<file path="src/rtl/imm_gen_pkg.sv">
// Shared types for the decode-stage immediate generator: format codes,
// base opcodes and the XLEN legality check.
package imm_gen_pkg;

    typedef enum logic [2:0] {
        FMT_NONE  = 3'd0,
        FMT_I     = 3'd1,
        FMT_SHAMT = 3'd2,
        FMT_S     = 3'd3,
        FMT_B     = 3'd4,
        FMT_U     = 3'd5,
        FMT_J     = 3'd6,
        FMT_ZIMM  = 3'd7
    } fmt_e;

    localparam logic [6:0] OPC_LOAD     = 7'b0000011;
    localparam logic [6:0] OPC_OP_IMM   = 7'b0010011;
    localparam logic [6:0] OPC_AUIPC    = 7'b0010111;
    localparam logic [6:0] OPC_OP_IMM32 = 7'b0011011;
    localparam logic [6:0] OPC_STORE    = 7'b0100011;
    localparam logic [6:0] OPC_OP       = 7'b0110011;
    localparam logic [6:0] OPC_LUI      = 7'b0110111;
    localparam logic [6:0] OPC_BRANCH   = 7'b1100011;
    localparam logic [6:0] OPC_JALR     = 7'b1100111;
    localparam logic [6:0] OPC_JAL      = 7'b1101111;
    localparam logic [6:0] OPC_SYSTEM   = 7'b1110011;

    function automatic bit xlen_ok(input int xlen);
        return (xlen == 32) || (xlen == 64);
    endfunction

endpackage

</file>
<file path="src/rtl/imm_gen_slice.sv">
// One valid/ready register slice; payload width set by W.
// Flush drops the held entry; data only moves on an accepted handshake.
module imm_gen_slice
    import imm_gen_pkg::*;
#(
    parameter int W = 8
) (
    input  logic         clk,
    input  logic         rstn,
    input  logic         flush,
    input  logic         up_valid,
    output logic         up_ready,
    input  logic [W-1:0] up_data,
    output logic         dn_valid,
    input  logic         dn_ready,
    output logic [W-1:0] dn_data
);

    assign up_ready = !dn_valid || dn_ready;

    always_ff @(posedge clk or negedge rstn) begin
        if (!rstn) begin
            dn_valid <= 1'b0;
            dn_data  <= '0;
        end else if (flush) begin
            dn_valid <= 1'b0;
        end else if (up_ready) begin
            dn_valid <= up_valid;
            if (up_valid) dn_data <= up_data;
        end
    end

endmodule

</file>
<file path="src/rtl/imm_gen_pipe.sv">
// Decode-stage immediate generator with PIPE_STAGES valid/ready slices.
// Define IMM_GEN_CSR_ZIMM_EN to decode CSR*I zimm as fmt ZIMM.
module imm_gen_pipe
    import imm_gen_pkg::*;
#(
    parameter int XLEN        = 32,
    parameter int PIPE_STAGES = 1,
    parameter int TAG_W       = 32
) (
    input  logic             clk,
    input  logic             rstn,
    input  logic             flush,
    input  logic             in_valid,
    output logic             in_ready,
    input  logic [31:0]      in_instr,
    input  logic [TAG_W-1:0] in_tag,
    output logic             out_valid,
    input  logic             out_ready,
    output logic [XLEN-1:0]  out_imm,
    output fmt_e             out_fmt,
    output logic             out_illegal,
    output logic [TAG_W-1:0] out_tag
);

    localparam int PW = XLEN + 4 + TAG_W;

    if (!xlen_ok(XLEN) || PIPE_STAGES < 1 || PIPE_STAGES > 2) begin : g_bad_cfg
        $error("imm_gen_pipe: unsupported XLEN or PIPE_STAGES");
    end

    logic [6:0]      opc;
    logic [2:0]      f3;
    logic            sh;
    fmt_e            fmt;
    logic            illegal;
    logic [31:0]     imm32;
    logic            sext;
    logic [XLEN-1:0] imm;

    assign opc = in_instr[6:0];
    assign f3  = in_instr[14:12];
    assign sh  = (f3 == 3'b001) || (f3 == 3'b101);

    always_comb begin
        fmt     = FMT_NONE;
        illegal = 1'b0;
        unique case (opc)
            OPC_OP_IMM:          fmt = sh ? FMT_SHAMT : FMT_I;
            OPC_LOAD, OPC_JALR:  fmt = FMT_I;
            OPC_STORE:           fmt = FMT_S;
            OPC_BRANCH:          fmt = FMT_B;
            OPC_LUI, OPC_AUIPC:  fmt = FMT_U;
            OPC_JAL:             fmt = FMT_J;
            OPC_OP:              fmt = FMT_NONE;
            OPC_SYSTEM: begin
`ifdef IMM_GEN_CSR_ZIMM_EN
                fmt = f3[2] ? FMT_ZIMM : FMT_NONE;
`else
                fmt = FMT_NONE;
`endif
            end
            OPC_OP_IMM32: begin
                if (XLEN == 64) fmt = sh ? FMT_SHAMT : FMT_I;
                else            illegal = 1'b1;
            end
            default:             illegal = 1'b1;
        endcase
    end

    // Build a 32-bit field, then sign- or zero-extend once to XLEN
    always_comb begin
        imm32 = '0;
        sext  = 1'b1;
        unique case (fmt)
            FMT_I: imm32 = {{20{in_instr[31]}}, in_instr[31:20]};
            FMT_SHAMT: begin
                sext = 1'b0;
                if (XLEN == 64 && opc == OPC_OP_IMM)
                    imm32 = {26'b0, in_instr[25:20]};
                else
                    imm32 = {27'b0, in_instr[24:20]};
            end
            FMT_S: imm32 = {{20{in_instr[31]}}, in_instr[31:25],
                            in_instr[11:7]};
            FMT_B: imm32 = {{19{in_instr[31]}}, in_instr[31], in_instr[7],
                            in_instr[30:25], in_instr[11:8], 1'b0};
            FMT_U: imm32 = {in_instr[31:12], 12'b0};
            FMT_J: imm32 = {{11{in_instr[31]}}, in_instr[31],
                            in_instr[19:12], in_instr[20],
                            in_instr[30:21], 1'b0};
            FMT_ZIMM: begin
                sext  = 1'b0;
                imm32 = {27'b0, in_instr[19:15]};
            end
            default: imm32 = '0;
        endcase
    end

    assign imm = sext ? XLEN'($signed(imm32)) : XLEN'(imm32);

    logic [PIPE_STAGES:0] v;
    logic [PIPE_STAGES:0] r;
    logic [PW-1:0]        d [PIPE_STAGES+1];
    logic [2:0]           fmt_bits;

    assign v[0]           = in_valid;
    assign d[0]           = {imm, fmt, illegal, in_tag};
    assign r[PIPE_STAGES] = out_ready;
    assign in_ready       = r[0];

    for (genvar k = 0; k < PIPE_STAGES; k++) begin : g_stage
        imm_gen_slice #(.W(PW)) u_slice (
            .clk      (clk),
            .rstn     (rstn),
            .flush    (flush),
            .up_valid (v[k]),
            .up_ready (r[k]),
            .up_data  (d[k]),
            .dn_valid (v[k+1]),
            .dn_ready (r[k+1]),
            .dn_data  (d[k+1])
        );
    end

    assign out_valid = v[PIPE_STAGES];
    assign {out_imm, fmt_bits, out_illegal, out_tag} = d[PIPE_STAGES];
    assign out_fmt = fmt_e'(fmt_bits);

endmodule

</file>
<file path="config.mk">
export PLATFORM = sky130hd
export DESIGN_NAME = imm_gen_pipe
export DESIGN_NICKNAME = d
export VERILOG_FILES = /design/src/rtl/imm_gen_pkg.sv /design/src/rtl/imm_gen_slice.sv /design/src/rtl/imm_gen_pipe.sv
export SDC_FILE = /design/constraint.sdc
export NUM_CORES = 1
export LEC_CHECK = 0
export ABC_CLOCK_PERIOD_IN_PS = 1500
export CAP_MARGIN = 40
export CORE_ASPECT_RATIO = 0.5
export CORE_MARGIN = 3
export CORE_UTILIZATION = 38
export DETAILED_ROUTE_END_ITERATION = 12
export HOLD_SLACK_MARGIN = 0.06
export PLACE_DENSITY = 0.74
export SETUP_SLACK_MARGIN = 0.1
export SLEW_MARGIN = 20
export SYNTH_ARGS = -nofsm -noshare
export SYNTH_HDL_FRONTEND = slang
export SYNTH_SLANG_ARGS = --single-unit
</file>
<file path="constraint.sdc">
create_clock -name clk -period 1.5 [get_ports clk]
set_input_delay 0.3 -clock clk [delete_from_list [all_inputs] [get_ports clk]]
set_output_delay 0.3 -clock clk [all_outputs]
set_load 0.1 [all_outputs]
</file>
======== Yosys cells after proc, flatten, opt, wreduce, memory -nomap -nowiden ========
Cells that the tools add are included.
operators by class
  eq/ne operators ......................... 19
  reductions and logical operators ........ 8
  mux-type cells .......................... 6
  bitwise logic cells ..................... 1
operators with widths
  kind                number
  $pmux 32 s7         1
  $eq 7x7->1 const B  4
  $eq 7x6->1 const B  3
  $pmux 3 s6          1
  $eq 3x3->1 const B  5
  $eq 7x5->1 const B  2
  $reduce_or 10->1    1
  $eq 7x2->1 const B  1
  $eq 3x1->1 const B  2
  $eq 3x2->1 const B  2
  $reduce_or 2->1     2
  $mux 1              3
  $reduce_and 3->1    1
  $logic_or 1x1->1    2
  $mux 2              1
  $reduce_bool 2->1   1
  $logic_not 1->1     1
  $not 1->1           1
word-level totals
  flip-flop bits (word level) ............. 69
  logic and storage cells ................. 36
  input port bits ......................... 69

======== Longest topological paths before layout ========
  word-level depth ........................ 6
  gate-level depth with buffers ........... 7

======== Cells and area by module ========
From an unflattened synthesis, not the netlist that was laid out.
unflattened totals
  cells, all modules ...................... 239
  area total of the unflattened synthesis .. 3180.6 um^2
by module, submodules not included
  module         instances  area each (um^2)  sequential area each (um^2)  cells each
  imm_gen_slice  1          2580.0            1726.7                       149
  imm_gen_pipe   1          600.6             0.0                          90

======== Least setup slack after synthesis ========
Ideal clock, no wire load.
  path type ............................... register to register
  start point ............................. register g_stage[0].u_slice.dn_valid
  end point ............................... register g_stage[0].u_slice.dn_data[48]
  setup slack ............................. -1139 ps
  arrival time ............................ 2513 ps
  stages on the path, launching flop included .. 6
  required time ........................... 1374 ps
  library setup time ...................... 126 ps
  cells stage by stage .................... dfrtp_1 -> nor2b_1 -> inv_1 -> nand3b_1 -> buf_2 -> a221o_1
on the way
  word-level cells in the longest chain between the ends .. 3
ends and longest elaborated chain
  item                        RTL line             text
  start, declared             imm_gen_slice.sv:14  output logic dn_valid,
  start signal, assigned      imm_gen_slice.sv:28  dn_valid <= up_valid;
  $logic_not 1->1             imm_gen_slice.sv:19  assign up_ready = !dn_valid || dn_ready;
  $logic_or 1x1->1            imm_gen_slice.sv:19
  via in_ready                imm_gen_pipe.sv:14   output logic in_ready,
  $reduce_and 3->1 (no line)  n/a
  end signal, assigned        imm_gen_slice.sv:29  if (up_valid) dn_data <= up_data;
  end, declared               imm_gen_slice.sv:16  output logic [W-1:0] dn_data
The timed path passes the listed nets, and every way through them passes these cells.
A chain may end at the register's enable or synchronous reset.

======== Worst setup path after layout ========
  start point ............................. register g_stage[0].u_slice.dn_valid
  end point ............................... register g_stage[0].u_slice.dn_data[51]
on the way
  word-level cells in the longest chain between the ends .. 3
ends and longest elaborated chain
  item                        RTL line
  $logic_not 1->1             imm_gen_slice.sv:19
  $logic_or 1x1->1            imm_gen_slice.sv:19
  $reduce_and 3->1 (no line)  n/a
Every way passes these cells.

==> summary.txt <==
HP Class: in -> reg
Final Worst Setup Slack: -0.264 ns
DIE AREA: 9490 um^2
Total wire length: 15.6 mm
Fillers: 269
Maximum clock frequency: 567 MHz
Leakage: 3.18 nW
Power per cell area: 1090 nW/um^2
Top-count cell post-synth: nand2_1
Largest net degree at the start of global routing: 70
EDFF count, synth: 0
Ys async rst share: 1.00
Fraction of layout instances using a drive strength above 1: 0.503
Gr ovfl total: 0
Yosys top cell area share: 0.548
Avg Vias per Cell: 5.66
H-tree levels: 3
Worst setup SP type: flop
WP data arrival: 1.98 ns
Post-synthesis cell count: 327
Commonest cells in the netlist: nand2_1 (120), dfrtp_1 (69), nor2_1 (17), o21ai_0 (16), a21oi_1 (14)
Clock Tree Buf Depth: 2
Placed cell areas: 5650 um^2
NumNets Final: 603
Drt wl/cell: 24.2 um
# setup viols final: 68
Final hold viol count: 0
Post-detail-place hpwl: 7.29 mm
Unrepaired setup endpoints after global routing: yes
Via count of the first global-routing pass: 3947
Inserted Clock Buffers: 9
Post-route design area: 6910 um^2
Worst-Skew Late Latency: 0.35 ns
Area delta synth->final: 119%
Gpl congestion: 0.873
Synth Cell Area: 3150 um^2
Synth area leaders: dfrtp_1 (55%), nand2_1 (14%), a221o_1 (2.9%)
Core Region: 7680 um^2
FP Rows: 22
I/O pin count: 139
Starting DRC count in detailed routing: 370
First-pass GRT wire length: 23.2 mm
Via Count: 3660
Pre-CTS setup slack: -0.914 ns
Seq/Total Area, Yosys: 0.548
Post-route ant nets: 0
Final count of pins violating max slew: 0
Initial antenna violation count: 0
Die Ht: 70.4 um
Slew at the pin with the worst max-slew slack: 0.672 ns
Failing checks: setup timing
Drc violations: 0
Die width: 135 um
CP required: 1.72 ns
Root buf cell: clkbuf_16
Final core occ: 0.900
Crit end category: flop
Cell taking the most area after synthesis: dfrtp_1
IO buf count: 138
Crit-path max FO: 12
GRT Overall Usage: 0.326
Diode count: 0
Initial Util: 0.410
#FFs+latches synth: 69
Outcome: finished, violations left
CTS clk-pin slew, worst paths: 0.06 ns
Worst setup path class: reg -> reg
Clk_skew: 0.00872 ns
Syn Nets: 396
Max-cap violation count: 0
Tmin final: 1.76 ns
CTS tree: built
Max VDD drop: 0.000684 V
Count of cell types in the netlist: 41
Syn avg cell area: 9.63 um^2
DRT Pass-1 Iters: 5
Max-Slew Margin vs Limit: 0.549
Final worst-path cycle share: 1.18
Ys flop type: dfrtp_1
TritonCTS Sinks: 69
Number of synthesis warnings: 0
-- registers in the layout, summed over array words and instances, names as in the netlist --
name                      count
g_stage.u_slice.dn_data      68
g_stage.u_slice.dn_valid      1
-- kinds of logic after synthesis --
family                    Yosys count  synth area share
buffers and inverters              23            0.0381
xor gates and xnor gates            1           0.00516
AOI/OAI and AO/OA                  65             0.168
and+or+nand+nor                   169             0.240
DFF                                69             0.548
-- power breakdown --
| group | switching (mW) | internal [mW] |
|---|---|---|
| Clock | 0.851 | 1.50 |
| Sequential | 0.217 | 2.03 |
| Combinational | 1.78 | 1.13 |
-- metrics by stage --
stage / hold WS [ns] / setup TNS, ns / power (mW) / instances
floorplan: 0.00441 / -41.27 / 3.63 / 327
global placement: 0.329 / -32.89 / 4.79 / 594
detailed placement: 0.332 / -36.80 / 4.83 / 594
CTS: 0.196 / -5.35 / 7.37 / 646
global route: 0.206 / -13.28 / 7.69 / 647
finish: 0.207 / -11.43 / 7.50 / 647
-- metal layers --
metal / routed length [um] / GRT usage / up-vias
met5: 0 / 0 / -
met4: 779 / 0.163 / 0
met3: 1240 / 0.100 / 72
met2: 7640 / 0.548 / 250
met1: 5970 / 0.379 / 1807
li1: - / - / 1531
-- final timing paths --
check                           depth (start not counted)                          start  slack (ns)                              to
worst max-delay path                                    7    g_stage[0].u_slice.dn_valid       -0.26  g_stage[0].u_slice.dn_data[51]
worst min-delay path                                    2                    in_instr[1]        0.21  g_stage[0].u_slice.dn_data[32]
worst max register to register                          7    g_stage[0].u_slice.dn_valid       -0.26  g_stage[0].u_slice.dn_data[51]
worst min register to register                          2  g_stage[0].u_slice.dn_data[2]        0.53   g_stage[0].u_slice.dn_data[2]
max in group asynchronous                               3                           rstn        0.66  g_stage[0].u_slice.dn_data[23]
min in group asynchronous                               3                           rstn        0.52  g_stage[0].u_slice.dn_data[53]
-- final cells by class --
class / count / area, um^2 / share of cell area
timing repair buffer: 216 / 3010 / 0.435
sequential: 69 / 1730 / 0.250
multi-input combinational: 235 / 1700 / 0.246
clock buffer: 10 / 239 / 0.0346
tap: 108 / 135 / 0.0196
clock inverter: 6 / 86.3 / 0.0125
inverter: 3 / 15.0 / 0.00217
-- cells in the final DEF, fill, tap and decap left out, types with 7 or more instances in the layout --
cell type,instances
buf_8,7
and3_1,8
buf_16,7
buf_4,42
nand2_2,29
buf_12,78
nand2_1,84
a221o_1,9
o21ai_2,16
clkbuf_16,9
clkdlybuf4s50_1,58
dfrtp_1,68
buf_6,15
nor2_1,15
nand2_4,7
a21oi_2,7
-- timing repair --
item | in CTS | in global routing
buffers inserted | 24 | 4
endpoints found under the hold margin | 69 | 0
resized for setup | 134 | 51
gates cloned | 11 | 0
endpoints found under the setup margin | 70 | 70
hold buffers | 1 | 0
pin swaps | 45 | 11
-- critical path: stages, from the launching register on --
cell and delay [ns]:
dfrtp_4 0.47, nor2b_4 0.15, buf_6 0.12, clkinvlp_4 0.08
nand3b_1 0.14, buf_6 0.18, buf_12 0.15, a221o_1 0.36
Note: power is estimated with default switching activity, not from simulation.
